<file path="src/rtl/lpm_divide_seq.sv">
// Sequential unsigned restoring divider: one quotient bit per enabled clock,
// quotient/remainder returned with a one-cycle done pulse.
module lpm_divide_seq #(
  parameter int lpm_widthn = 8,
  parameter int lpm_widthd = 4
) (
  input  logic                  clock,
  input  logic                  aclr_n,
  input  logic                  clken,
  input  logic                  start,
  input  logic [lpm_widthn-1:0] numer,
  input  logic [lpm_widthd-1:0] denom,
  output logic                  busy,
  output logic                  done,
  output logic [lpm_widthn-1:0] quotient,
  output logic [lpm_widthd-1:0] remain,
  output logic                  div_by_zero
);

  localparam int unsigned CW = $clog2(lpm_widthn + 1);

  typedef enum logic {IDLE, CALC} state_t;

  state_t                state, state_next;
  logic [lpm_widthd-1:0] r, d, r_next, t_lo;
  logic                  t_hi, t_ge, last;
  logic [lpm_widthn-1:0] q, q_next;
  logic [CW-1:0]         cnt;

  // State register
  always_ff @(posedge clock or negedge aclr_n) begin
    if (!aclr_n)    state <= IDLE;
    else if (clken) state <= state_next;
  end

  // Next-state logic
  always_comb begin
    state_next = state;
    case (state)
      IDLE: if (start && denom != '0) state_next = CALC;
      CALC: if (last)                 state_next = IDLE;
      default:                        state_next = IDLE;
    endcase
  end

  // Output decode
  always_comb begin
    busy = (state == CALC);
  end

  // The partial remainder stays below the divisor, so only the shifted-in
  // top bit can exceed lpm_widthd bits; the modular subtract absorbs it.
  always_comb begin
    {t_hi, t_lo} = {r, q[lpm_widthn-1]};
    t_ge   = t_hi || (t_lo >= d);
    r_next = t_ge ? (t_lo - d) : t_lo;
    q_next = (q << 1) | lpm_widthn'(t_ge);
    last   = (cnt == CW'(1));
  end

  always_ff @(posedge clock or negedge aclr_n) begin
    if (!aclr_n) begin
      r           <= '0;
      d           <= '0;
      q           <= '0;
      cnt         <= '0;
      done        <= 1'b0;
      quotient    <= '0;
      remain      <= '0;
      div_by_zero <= 1'b0;
    end else if (clken) begin
      done <= 1'b0;
      case (state)
        IDLE: begin
          if (start) begin
            if (denom != '0) begin
              r           <= '0;
              d           <= denom;
              q           <= numer;
              cnt         <= CW'(lpm_widthn);
              div_by_zero <= 1'b0;
            end else begin
              quotient    <= '1;
              remain      <= lpm_widthd'(numer);
              div_by_zero <= 1'b1;
              done        <= 1'b1;
            end
          end
        end
        CALC: begin
          r   <= r_next;
          q   <= q_next;
          cnt <= cnt - CW'(1);
          if (last) begin
            quotient <= q_next;
            remain   <= r_next;
            done     <= 1'b1;
          end
        end
        default: ;
      endcase
    end
  end

endmodule

</file>
<file path="config.mk">
export PLATFORM = sky130hd
export DESIGN_NAME = lpm_divide_seq
export DESIGN_NICKNAME = d
export VERILOG_FILES = /design/src/rtl/lpm_divide_seq.sv
export SDC_FILE = /design/constraint.sdc
export NUM_CORES = 1
export LEC_CHECK = 0
export CAP_MARGIN = 20
export CORE_ASPECT_RATIO = 0.8
export CORE_MARGIN = 8
export CORE_UTILIZATION = 62
export DETAILED_ROUTE_END_ITERATION = 10
export DONT_BUFFER_PORTS = 1
export PLACE_DENSITY = 0.87
export RECOVER_POWER = 25
export SYNTH_ARGS = -nofsm -noshare
export SYNTH_HDL_FRONTEND = slang
export SYNTH_SLANG_ARGS = --single-unit
</file>
<file path="constraint.sdc">
create_clock -name clock -period 2.4 [get_ports clock]
set_input_delay 0.36 -clock clock [delete_from_list [all_inputs] [get_ports clock]]
set_output_delay 0.36 -clock clock [all_outputs]
set_load 0.01 [all_outputs]
</file>
### After elaboration in Yosys (flattened, before gate mapping)

Index checks and enable logic that the tools add are counted.
Widths: inputs -> output; s select.

* register bits after elaboration: 35
* latch bits: 0
* RAM bits: 0
* ROM bits: 0
* input port bits: 16
* output and inout bits: 15
* word-level logic and storage cells: 51
* memories kept: 0

* add/sub/neg operators: 2
* $mul: 0
* divide/modulo/power cells: 0
* order comparisons: 1
* eq/ne operators: 5
* shift-type cells: 0
* mux-type cells: 25
* bitwise logic cells: 2
* reduce and logical (&&, ||, !) cells: 7

Operator list (number)
* $mux 8: 5
* $mux 4: 8
* $pmux 8 s2: 2
* $pmux 4 s2: 3
* $or 8x1->8: 1
* $reduce_and 4->1: 2
* $ne 2x2->1 const B: 3
* $reduce_and 3->1: 2
* $mux 1: 5
* $eq 4x1->1 const B: 1
* $ge 4x4->1: 1
* $pmux 1 s2: 2
* $reduce_bool 4->1: 1
* $sub 4x1->4 const B: 1
* $sub 4x4->4: 1
* $ne 2x1->1 const B: 1
* $logic_and 1x1->1: 1
* $logic_or 1x1->1: 1
* $not 1->1: 1

### Longest topological paths before layout

* depth in word-level cells: 5
* mapped depth: 8
* depth with buffers taken out: 8

### Worst setup path after synthesis

Ideal clock, no wire load.

* kind: register to register
* start: register q[7]
* end: register remain[0]
* setup time: 104 ps
* data arrival time: 2128 ps
* data required time: 2296 ps
* path slack: 169 ps
* cell stages (with the launch flop): 9
* path buffers: 0
* period minus slack after synthesis: 2231 ps
* cell sequence: dfrtp_1 > inv_1 > ha_1 > inv_1 > fa_1 > a21o_1 > a31oi_2 > mux2_2 > a221oi_1

* cells in the longest elaborated chain, start to end: 5
* elaborated cells on any way between the ends: 6
* those cells by class: add/sub (1); order compare (1); mux (3); reduce/logical (1)

Ends and longest elaborated chain
* start, declared: line 27 `logic [lpm_widthn-1:0] q, q_next;`
* start signal, assigned: line 79 `q <= numer;`
* start signal, assigned: line 92 `q <= q_next;`
* $ge 4x4->1: line 55 `t_ge = t_hi || (t_lo >= d);`
* $logic_or 1x1->1: line 55
* $mux 4 (*): line 56 `r_next = t_ge ? (t_lo - d) : t_lo;`
* $mux 4 (*): line 94 `if (last) begin`
* $pmux 4 s2 (*): line 73 `case (state)`
* end signal, assigned: line 84 `remain <= lpm_widthd'(numer);`
* end signal, assigned: line 96 `remain <= r_next;`
* end, declared: line 16 `output logic [lpm_widthd-1:0] remain,`

Mark *: on every way between the ends. The rest lies on a longest branch, timed or not. The select of a mux whose other input is x is not followed.
A chain may end at the register's enable or synchronous reset.

### Worst setup path after layout

Same ends and word-level chain as after synthesis.

==> results.tsv <==
stage	metric	value	unit
sta	f_max	436	MHz
logic_synthesis	multiplexer area fraction after synthesis	5.25	%
global_routing	grt total ovfl	0	
run_status	status	finished with violations	
floorplanning	total die area	0.00487	sq mm
run	max-cap check violation count	1	
hold_path	Hold Path Class	input pin to flip-flop	
worst_setup_path	cell mode on critical path	inv_1	
cts	htree depth	2	
logic_synthesis	post-synthesis xor/xnor area fraction	1.47	%
sta	Final setup viols	0	
power	Sw Ratio	39.4	%
hold_path	hold depth	1	
worst_setup_path	CP delay by family, top	compound AO/OA/AOI/OAI gates	
run_status	failing checks	max-capacitance violations	
drt	routed len/inst	18.8	um
worst_setup_path	Crit. Startpoint	q[7]	
power	fraction of power consumed by combinational cells	41.0	%
final_layout	fin util	69.3	%
power	sequential fraction of design power	42.9	%
logic_synthesis	synthesized instance count	161	
cts	Clk pin slew, worst setup/hold paths	0.11	ns
worst_setup_path	WP data required	2.63	ns
cts	clock root buffer master	clkbuf_4	
power	maximum vdd drop	0.630	mV
drt	Final ANT Viol Nets	0	
placement	DP HPWL	2810	um
logic_synthesis	Syn Nets	184	
floorplanning	die width	76.0	um
final_layout	fillers	200	
logic_synthesis	post-synthesis compound-gate area fraction	20.2	%
logic_synthesis	largest family of logic cells by synthesized area	compound AO/OA/AOI/OAI gates	
power	Leakage	0.000864	uW
worst_setup_path	worst-path cell with the longest stage delay	dfrtp_1	
logic_synthesis	sequential area share after synthesis	49.0	%
logic_synthesis	adder-cell share of the synthesized area	5.32	%
sta	max-slew violation count	0	
global_routing	initial antenna violation count	0	
drt	Via density	6.25	
worst_setup_path	CP max FO	3	
cts	Clk Latency, worst-skew pair	0.33	ns
worst_setup_path	Reg-to-Reg Start	q[7]	
drt	Total Wirelength	3860	um
global_routing	vias in the first global route	1268	
worst_setup_path	CP max stage delay	0.40	ns
sta	period utilization	95.5	%
logic_synthesis	Seq cells post-synth	35	
cts	Sink Count	35	
logic_synthesis	post-synthesis async set-or-reset flop share	100	%
worst_setup_path	Startpoint Class	flip-flop	
worst_setup_path	CP Cell Sequence	inv_1 -> ha_1 -> inv_1 -> fa_1 -> a21o_1 -> a31oi_2 -> mux2_2 -> a221oi_1	
placement	RePlAce Congestion	0.892	
worst_setup_path	WP depth	8	
logic_synthesis	Mapped Area	0.00179	sq mm
cts	Num CTS Buffers	5	
logic_synthesis	Syn Area/Cell	11.1	sq um
worst_setup_path	WP buf/inv	2	
worst_setup_path	endpoint class of the critical path	flip-flop	
sta	clock skew	0.00603	ns
floorplanning	die height	64.0	um
drt	Detailed Route Iter0 Violations	93	
sta	min Tclk post-route	2.29	ns
power	cell internal pwr	1670	uW
sta	Sum Neg Setup Slack	0	ns
drt	Via Count	1282	
cts	Max Root-Sink Buffers	2	
final_layout	register area	876	sq um
power	P_sw	1080	uW
global_routing	All-Layer GR Usage	16.4	%
worst_setup_path	Setup CP Type	flip-flop to flip-flop	
floorplanning	Core ar.	0.00274	sq mm
power	Clk network pwr share	16.0	%
sta	hold slack	0.114	ns
hold_path	hold path start	clken	
cts	number of setup buffers added after CTS	0	
placement	Buffers on Ports	0	
final_layout	Antenna Diode Count	0	
cts	CTS tree	built	
power	Cell Pwr Density	1440	mW/mm^2
logic_synthesis	Top FF cell, synth	dfrtp_1	
final_layout	share of cells above drive strength 1	17.4	%
worst_setup_path	Worst Reg2Reg Path Length in Cells	8	
drt	drt pass-1 iters	4	
sta	worst slew pin tran	1.50	ns
floorplanning	Boundary Pins	31	
final_layout	# nets final	189	
logic_synthesis	Post-Synth Simple-Gate Area	13.1	%
logic_synthesis	post-synthesis cell type count	46	
floorplanning	Initial Utilization	65.2	%
floorplanning	site row count	17	
final_layout	highest-count cells in the layout ignoring fill and taps	dfrtp_1 (35), nand2_1 (21), o21ai_0 (15)	
logic_synthesis	EDFF count, synth	0	
final_layout	most common cell after layout, fill and taps aside	dfrtp_1	
final_layout	multi-input combinational cell area	810	sq um
global_routing	largest net degree at the start of global routing	36	
logic_synthesis	yosys synthesis warning count	0	
sta	RSZ-0062 raised after global routing	no	
sta	final hold vios	0	
sta	Slew headroom	0.115	%
global_routing	global-route wire length before repair	6490	um
final_layout	Area growth syn-to-layout	6.37	%
worst_setup_path	Arr. time, crit path	2.52	ns
drt	DRC	0	
[metal layers]
| metal | up-vias | track usage [%] | wire length (um) |
|---|---|---|---|
| met4 | 0 | 6.59 | 80 |
| li1 | 596 | - | - |
| met1 | 641 | 18.3 | 1630 |
| met2 | 35 | 27.4 | 1910 |
| met3 | 10 | 6.70 | 242 |
| met5 | - | 0 | 0 |
[area by class of cell]
cell class	count	share of cell area, %
clock buffer	6	2.70
multi-input combinational	109	42.6
sequential	35	46.1
inverter	10	1.97
tap	38	2.50
timing repair buffer	5	2.37
clock inverter	2	1.84
[repair_timing]
action | CTS | global route
endpoints found under the hold margin | 35 | 0
hold buffers | 2 | 0
resized for setup | 0 | 0
[metrics by stage]
step | instance area, sq um | instances | setup WS (ns) | power [uW]
floorplan | 1790 | 161 | 0.169 | 2010
finish | 1900 | 205 | 0.109 | 2750
global route | 1900 | 205 | 0.0166 | 2940
detailed placement | 1790 | 195 | 0.139 | 2290
global placement | 1790 | 195 | 0.293 | 2200
CTS | 1910 | 205 | 0.118 | 2760
[cells in the mapped netlist, drive strengths merged, types with 2 or more instances]
cell    count  share of area [%]
a21boi      2               0.84
a21o        2               0.84
a21oi       4                1.1
a22o        3                1.5
a31oi       2                1.0
and3        3                1.5
buf         6                3.4
dfrtp      35                 49
ha          6                4.2
inv        10                2.1
mux2        3                1.9
mux2i       6                3.4
nand2      22                4.8
nand3b      2               0.84
nor2        3               0.63
nor3        3               0.84
nor4b       2                1.8
o211ai      2               0.84
o21a        2                1.3
o21ai      16                5.1
o22a        7                3.9
xor2        3                1.5
[final timing paths]
path | endpoint | slack, ns
setup / recovery | remain[0] | 0.11
hold / removal | done | 0.11
setup reg to reg | remain[0] | 0.11
hold reg to reg | q[0] | 0.51
max in group asynchronous | cnt[0] | 0.51
min in group asynchronous | done | 1.01
[worst register-to-register path, stage by stage, from the launching register on]
cell      delay, ns
dfrtp_1        0.40
inv_1          0.08
ha_1           0.16
inv_1          0.05
fa_1           0.40
a21o_1         0.19
a31oi_2        0.25
mux2_2         0.38
a221oi_1       0.29
[cells by family (layout without fill, tap and decap cells)]
group | Yosys count | in the layout
muxes | 9 | 9
AOI/OAI and AO/OA | 48 | 48
and+or+nand+nor | 42 | 42
DFF | 35 | 35
buffers and inverters | 17 | 23
xor gates and xnor gates | 3 | 3
adders and majority gates | 7 | 7
[state kept, by name (all words and copies together), names as in the netlist]
register and flops:
q 8, quotient 8, cnt 4, d 4
r 4, remain 4, busy 1, div_by_zero 1
done 1
[power by group through the flow]
stage | Clock [uW] | Sequential (uW) | Combinational, uW
finish | 440 | 1180 | 1130
global placement | 0 | 1170 | 1030
floorplan | 0 | 1100 | 909
global route | 471 | 1220 | 1250
CTS | 446 | 1180 | 1130
detailed placement | 0 | 1190 | 1100
No activity file was read; power rests on OpenSTA's default activity.
==> RTL change 1, RTL diff (same flow settings) <==
Register the output `remain` once more; this adds one clock of latency there. The other outputs are not delayed to match.
--- a/src/rtl/lpm_divide_seq.sv
+++ b/src/rtl/lpm_divide_seq.sv
@@ -20,6 +20,8 @@
   localparam int unsigned CW = $clog2(lpm_widthn + 1);
 
   typedef enum logic {IDLE, CALC} state_t;
+
+  logic [lpm_widthd-1:0] remain_s0;
 
   state_t                state, state_next;
   logic [lpm_widthd-1:0] r, d, r_next, t_lo;
@@ -66,7 +68,7 @@
       cnt         <= '0;
       done        <= 1'b0;
       quotient    <= '0;
-      remain      <= '0;
+      remain_s0   <= '0;
       div_by_zero <= 1'b0;
     end else if (clken) begin
       done <= 1'b0;
@@ -81,7 +83,7 @@
               div_by_zero <= 1'b0;
             end else begin
               quotient    <= '1;
-              remain      <= lpm_widthd'(numer);
+              remain_s0   <= lpm_widthd'(numer);
               div_by_zero <= 1'b1;
               done        <= 1'b1;
             end
@@ -93,7 +95,7 @@
           cnt <= cnt - CW'(1);
           if (last) begin
             quotient <= q_next;
-            remain   <= r_next;
+            remain_s0 <= r_next;
             done     <= 1'b1;
           end
         end
@@ -102,5 +104,9 @@
     end
   end
 
+  always_ff @(posedge clock) begin
+    remain <= remain_s0;
+  end
+
 endmodule
 
Formal check against the unedited RTL: not equivalent (a bounded check fails within 4 cycles, from zero or initial values).
==> RTL change 1 against the unedited design <==
- the run ends with max-capacitance violations, max-slew violations left
- synthesized area increased by 7.5%
- total power increased by 7.7%
- die area increased by 5.7%
- design area increased by 8.9%
- highest routed layer unchanged
- via count increased by 9.5%
- critical path type unchanged
- sequential cell count increased by 4
- sequential power increased by 8%
- setup slack improved by 0.060 ns
- first-iteration DRC count increased by 96%
- sequential share of layout area increased by 0.11 points
- routed wire length increased by 11%
==> RTL change 1: results (changes against the unedited design) <==
<table>
<tr><th>Metric</th><th>Value</th></tr>
<tr><th colspan="2">Run status</th></tr>
<tr><td>Status</td><td>finished, violations left (unchanged)</td></tr>
<tr><td>Violations in the final reports</td><td>max-capacitance violations, max-slew violations (was max-capacitance violations)</td></tr>
<tr><th colspan="2">Clock network</th></tr>
<tr><td>Clock latency on the worst-skew pair</td><td>0.29 ns (was 0.33 ns)</td></tr>
<tr><td>Clock tree root buffer cell</td><td>clkbuf_8 (was clkbuf_4)</td></tr>
<tr><td>Reg clk slew, reported paths</td><td>0.07 ns (was 0.11 ns)</td></tr>
<tr><th colspan="2">Pwr</th></tr>
<tr><td>Peak supply drop</td><td>817 µV (was 630 µV)</td></tr>
<tr><th colspan="2">Global route</th></tr>
<tr><td>Via count of the first global-routing pass</td><td>1422 (was 1268)</td></tr>
<tr><td>Global-route wire length before repair</td><td>6.96 mm (was 6.49 mm)</td></tr>
<tr><td>Total routing usage reported by global routing</td><td>0.175 (was 0.164)</td></tr>
<tr><th colspan="2">Synthesis</th></tr>
<tr><td>Async set or reset register ratio after synthesis</td><td>0.897 (was 1.00)</td></tr>
<tr><td>Area fraction in compound gates after synthesis</td><td>0.164 (was 0.202)</td></tr>
<tr><td>Top post-synthesis cells by count</td><td>dfrtp_1, nand2_1, o21ai_0 (unchanged)</td></tr>
<tr><td>Sequential element share of the synthesized area</td><td>0.497 (was 0.490)</td></tr>
<tr><td>Share of synthesized area spent on multiplexers</td><td>0.0703 (was 0.0525)</td></tr>
<tr><th colspan="2">Timing</th></tr>
<tr><td>Final Max Slew Viols</td><td>35 (was 0)</td></tr>
<tr><td>Max Clk Rate</td><td>448 MHz (was 436 MHz)</td></tr>
<tr><td>Largest clock skew in the final design</td><td>0.00528 ns (was 0.00603 ns)</td></tr>
<tr><th colspan="2">Layout</th></tr>
<tr><td>Fraction of final layout cells with drive strength greater than 1</td><td>0.112 (was 0.174)</td></tr>
<tr><td>Final-stage net count</td><td>209 (was 189)</td></tr>
<tr><th colspan="2">Drt</th></tr>
<tr><td>Detailed-route vias per instance</td><td>6.19 (was 6.25)</td></tr>
<tr><td>Average routed wire per standard cell</td><td>18.8 µm (about the same)</td></tr>
<tr><th colspan="2">Placement</th></tr>
<tr><td>Standard cell area after detailed placement</td><td>1950 µm² (was 1790 µm²)</td></tr>
<tr><td>Gp weighted congestion</td><td>0.842 (was 0.892)</td></tr>
<tr><th colspan="2">Worst setup path</th></tr>
<tr><td>Maximum fanout along the worst path</td><td>6 (was 3)</td></tr>
<tr><th colspan="2">Job</th></tr>
<tr><td># Max-Cap Violations</td><td>1 (unchanged)</td></tr>
</table>
RTL change 1: cell types whose count changed in the layout (fill, tap and decap cells not counted), sizes merged, moves of 3 or more:
cell / delta
and3: -3
o21a: +8
and2: +4
o22a: -7
o21ai: +4
mux2i: +3
dfxtp: +4
a22o: -3
or3: +8
nor2: +3
RTL change 1: cell type report:
type,instances,area (µm²)
sequential,39,956
inverter,9,33.8
tap,40,50.0
timing repair buffer,6,52.6
multi-input combinational,125,878
clock buffer,8,100
fill,242,947
RTL change 1: timing repair:
item | in CTS | in global routing
hold buffers | 2 | 0
hold endpoints to repair | 35 | 0
endpoints found under the setup margin | 0 | 1
resized for setup | 0 | 1
RTL change 1: stage by stage:
step / std cells / utilization
4_1_cts: 227 / 0.688
2_1_floorplan: 182 / -
3_5_place_dp: 217 / 0.645
5_1_grt: 227 / 0.686
6_report: 227 / 0.686
3_3_place_gp: 217 / 0.645
RTL change 1: per-layer routing:
metal,GRT usage,vias to the layer above,wire length [µm]
li1,-,649,-
met1,0.202,686,1790
met2,0.283,61,2060
met3,0.0734,8,342
met4,0.0760,0,82
met5,0,-,0
RTL change 1: kinds of logic after synthesis:
kind of cell | count (synthesis)
mux | 13
compound gates | 47
xor+xnor | 2
simple gates | 56
fa+ha+maj | 7
flops | 39
buf+inv | 18
RTL change 1: worst min path at each step:
stage,endpoint,slack [ns],cells past startpoint
2_1_floorplan,busy$_DFFE_PN0P_,0.06,0
3_3_place_gp,q[4]$_DFFE_PN0P_,0.07,0
3_5_place_dp,quotient[7]$_DFFE_PN0P_,0.07,0
4_1_cts,d[2]$_DFFE_PN0P_,0.18,2
5_1_grt,done$_DFFE_PN0P_,0.19,1
6_report,d[2]$_DFFE_PN0P_,0.18,2
RTL change 1: power by group through the flow:
| stage | registers [mW] | logic (mW) | clock network (mW) |
|---|---|---|---|
| floorplan | 1.19 | 0.937 | 0 |
| global placement | 1.26 | 1.08 | 0 |
| detailed placement | 1.28 | 1.17 | 0 |
| CTS | 1.27 | 1.19 | 0.491 |
| global route | 1.31 | 1.33 | 0.519 |
| finish | 1.27 | 1.20 | 0.490 |
RTL change 1: critical path: stages (launching register included):
cell and delay [ns]:
dfrtp_1 0.38, inv_1 0.09, ha_1 0.17, inv_1 0.05, fa_1 0.40, a21oi_1 0.19, o21a_2 0.23, mux2_2 0.37
a221oi_1 0.25
==> RTL change 2, RTL diff (config.mk and constraints unchanged) <==
Made on the original files. `lpm_widthd`: 4 -> 3.
--- a/src/rtl/lpm_divide_seq.sv
+++ b/src/rtl/lpm_divide_seq.sv
@@ -2,7 +2,7 @@
 // quotient/remainder returned with a one-cycle done pulse.
 module lpm_divide_seq #(
   parameter int lpm_widthn = 8,
-  parameter int lpm_widthd = 4
+  parameter int lpm_widthd = 3
 ) (
   input  logic                  clock,
   input  logic                  aclr_n,
Ports: changed (resized denom and remain); port bits go from 31 to 29. The function was not compared with the original's and may differ.
==> RTL change 2 against the unedited design <==
- cell count shrank 4.4%
- total power decreased by 11%
- combinational power shrank 15%
- non-clock buffer count grew 1
- count of clock-buffer cells in the layout decreased by 1
- setup slack improved by 0.29 ns
- design area decreased by 9.3%
- die area decreased by 9.0%
- synthesized area fell by 12%
- clock skew is 0.0045 ns higher
- sequential cell count down 3
- routed wire length fell by 14%
- critical endpoint is now quotient[4]$_DFFE_PN0P_
==> RTL change 2: results (changes against the unedited design) <==
<table>
<tr><th>Metric</th><th>Value</th></tr>
<tr><th colspan="2">Layout</th></tr>
<tr><td>Fill cell count</td><td>184 (was 200)</td></tr>
<tr><td>Final-stage net count</td><td>180 (was 189)</td></tr>
<tr><td>Final std cells w/o fill</td><td>196 (was 205)</td></tr>
<tr><td>Fraction of final layout cells with drive strength greater than 1</td><td>0.138 (was 0.174)</td></tr>
<tr><th colspan="2">Placement</th></tr>
<tr><td>Standard cell area after detailed placement</td><td>1610 µm² (was 1790 µm²)</td></tr>
<tr><td>Worst-case setup slack after placement</td><td>0.431 ns (was 0.139 ns)</td></tr>
<tr><th colspan="2">Worst setup path</th></tr>
<tr><td>Worst setup path endpoint</td><td>quotient[4]$_DFFE_PN0P_ (was remain[0]$_DFFE_PN0P_)</td></tr>
<tr><td>Data arrival time of the critical path</td><td>2.27 ns (was 2.52 ns)</td></tr>
<tr><td>Reg2reg start</td><td>cnt[1]$_DFFE_PN0P_ (was q[7]$_DFFE_PN0P_)</td></tr>
<tr><td>Maximum fanout along the worst path</td><td>12 (was 3)</td></tr>
<tr><td>Max stage delay on crit path</td><td>0.45 ns (was 0.40 ns)</td></tr>
<tr><th colspan="2">Global route</th></tr>
<tr><td>Met2 global-route usage</td><td>0.272 (was 0.274)</td></tr>
<tr><td>GR Layer Usage met3</td><td>0.0683 (was 0.0670)</td></tr>
<tr><td>Total routing usage reported by global routing</td><td>0.169 (was 0.164)</td></tr>
<tr><th colspan="2">Timing</th></tr>
<tr><td>Smallest hold slack</td><td>0.119 ns (was 0.114 ns)</td></tr>
<tr><td>Max-slew headroom at the worst pin</td><td>0.660 (was 0.00115)</td></tr>
<tr><th colspan="2">Synthesis</th></tr>
<tr><td>Sequential element share of the synthesized area</td><td>0.506 (was 0.490)</td></tr>
<tr><td>Count of different cell masters after synthesis</td><td>34 (was 46)</td></tr>
<tr><td>Top post-synthesis cells by count</td><td>dfrtp_1, nand2_1, inv_1 (was dfrtp_1, nand2_1, o21ai_0)</td></tr>
<tr><th colspan="2">Drt</th></tr>
<tr><td>Detailed-route vias per instance</td><td>5.73 (was 6.25)</td></tr>
<tr><td>Met1 Routed Length</td><td>1.34 mm (was 1.63 mm)</td></tr>
<tr><td>Met2 wirelength from detailed routing</td><td>1.56 mm (was 1.91 mm)</td></tr>
<tr><th colspan="2">Pwr</th></tr>
<tr><td>Peak supply drop</td><td>720 µV (was 630 µV)</td></tr>
<tr><td>Reported leakage power</td><td>0.804 nW (was 0.864 nW)</td></tr>
<tr><th colspan="2">Clock network</th></tr>
<tr><td>Clock latency on the worst-skew pair</td><td>0.35 ns (was 0.33 ns)</td></tr>
<tr><th colspan="2">Run status</th></tr>
<tr><td>Status</td><td>finished clean (was finished, violations left)</td></tr>
<tr><th colspan="2">Worst hold path</th></tr>
<tr><td>WHS Path Cells</td><td>2 (was 1)</td></tr>
</table>
==> RTL change 2: power by group <==
group	total (mW)	switching (mW)	internal, mW	leakage (nW)
Combinational	0.963	0.499	0.464	0.378
Clock	0.424	0.207	0.217	0.0412
Sequential	1.04	0.253	0.792	0.385
Total	2.43	0.959	1.47	0.804
==> RTL change 2: final cells by class <==
class,count,area share
sequential,32,0.464
multi-input combinational,99,0.396
timing repair buffer,6,0.0348
inverter,15,0.0327
tap,36,0.0261
clock inverter,3,0.0247
clock buffer,5,0.0218
==> RTL change 2: logic make-up (layout without fill, tap and decap cells) <==
logic type,after synthesis,in the layout,synth area share
AOI/OAI and AO/OA,37,37,0.162
xor gates and xnor gates,3,3,0.0166
adders and majority gates,6,6,0.0522
buffers and inverters,22,29,0.0625
DFF,32,32,0.506
muxes,14,14,0.0918
and+or+nand+nor,39,39,0.108
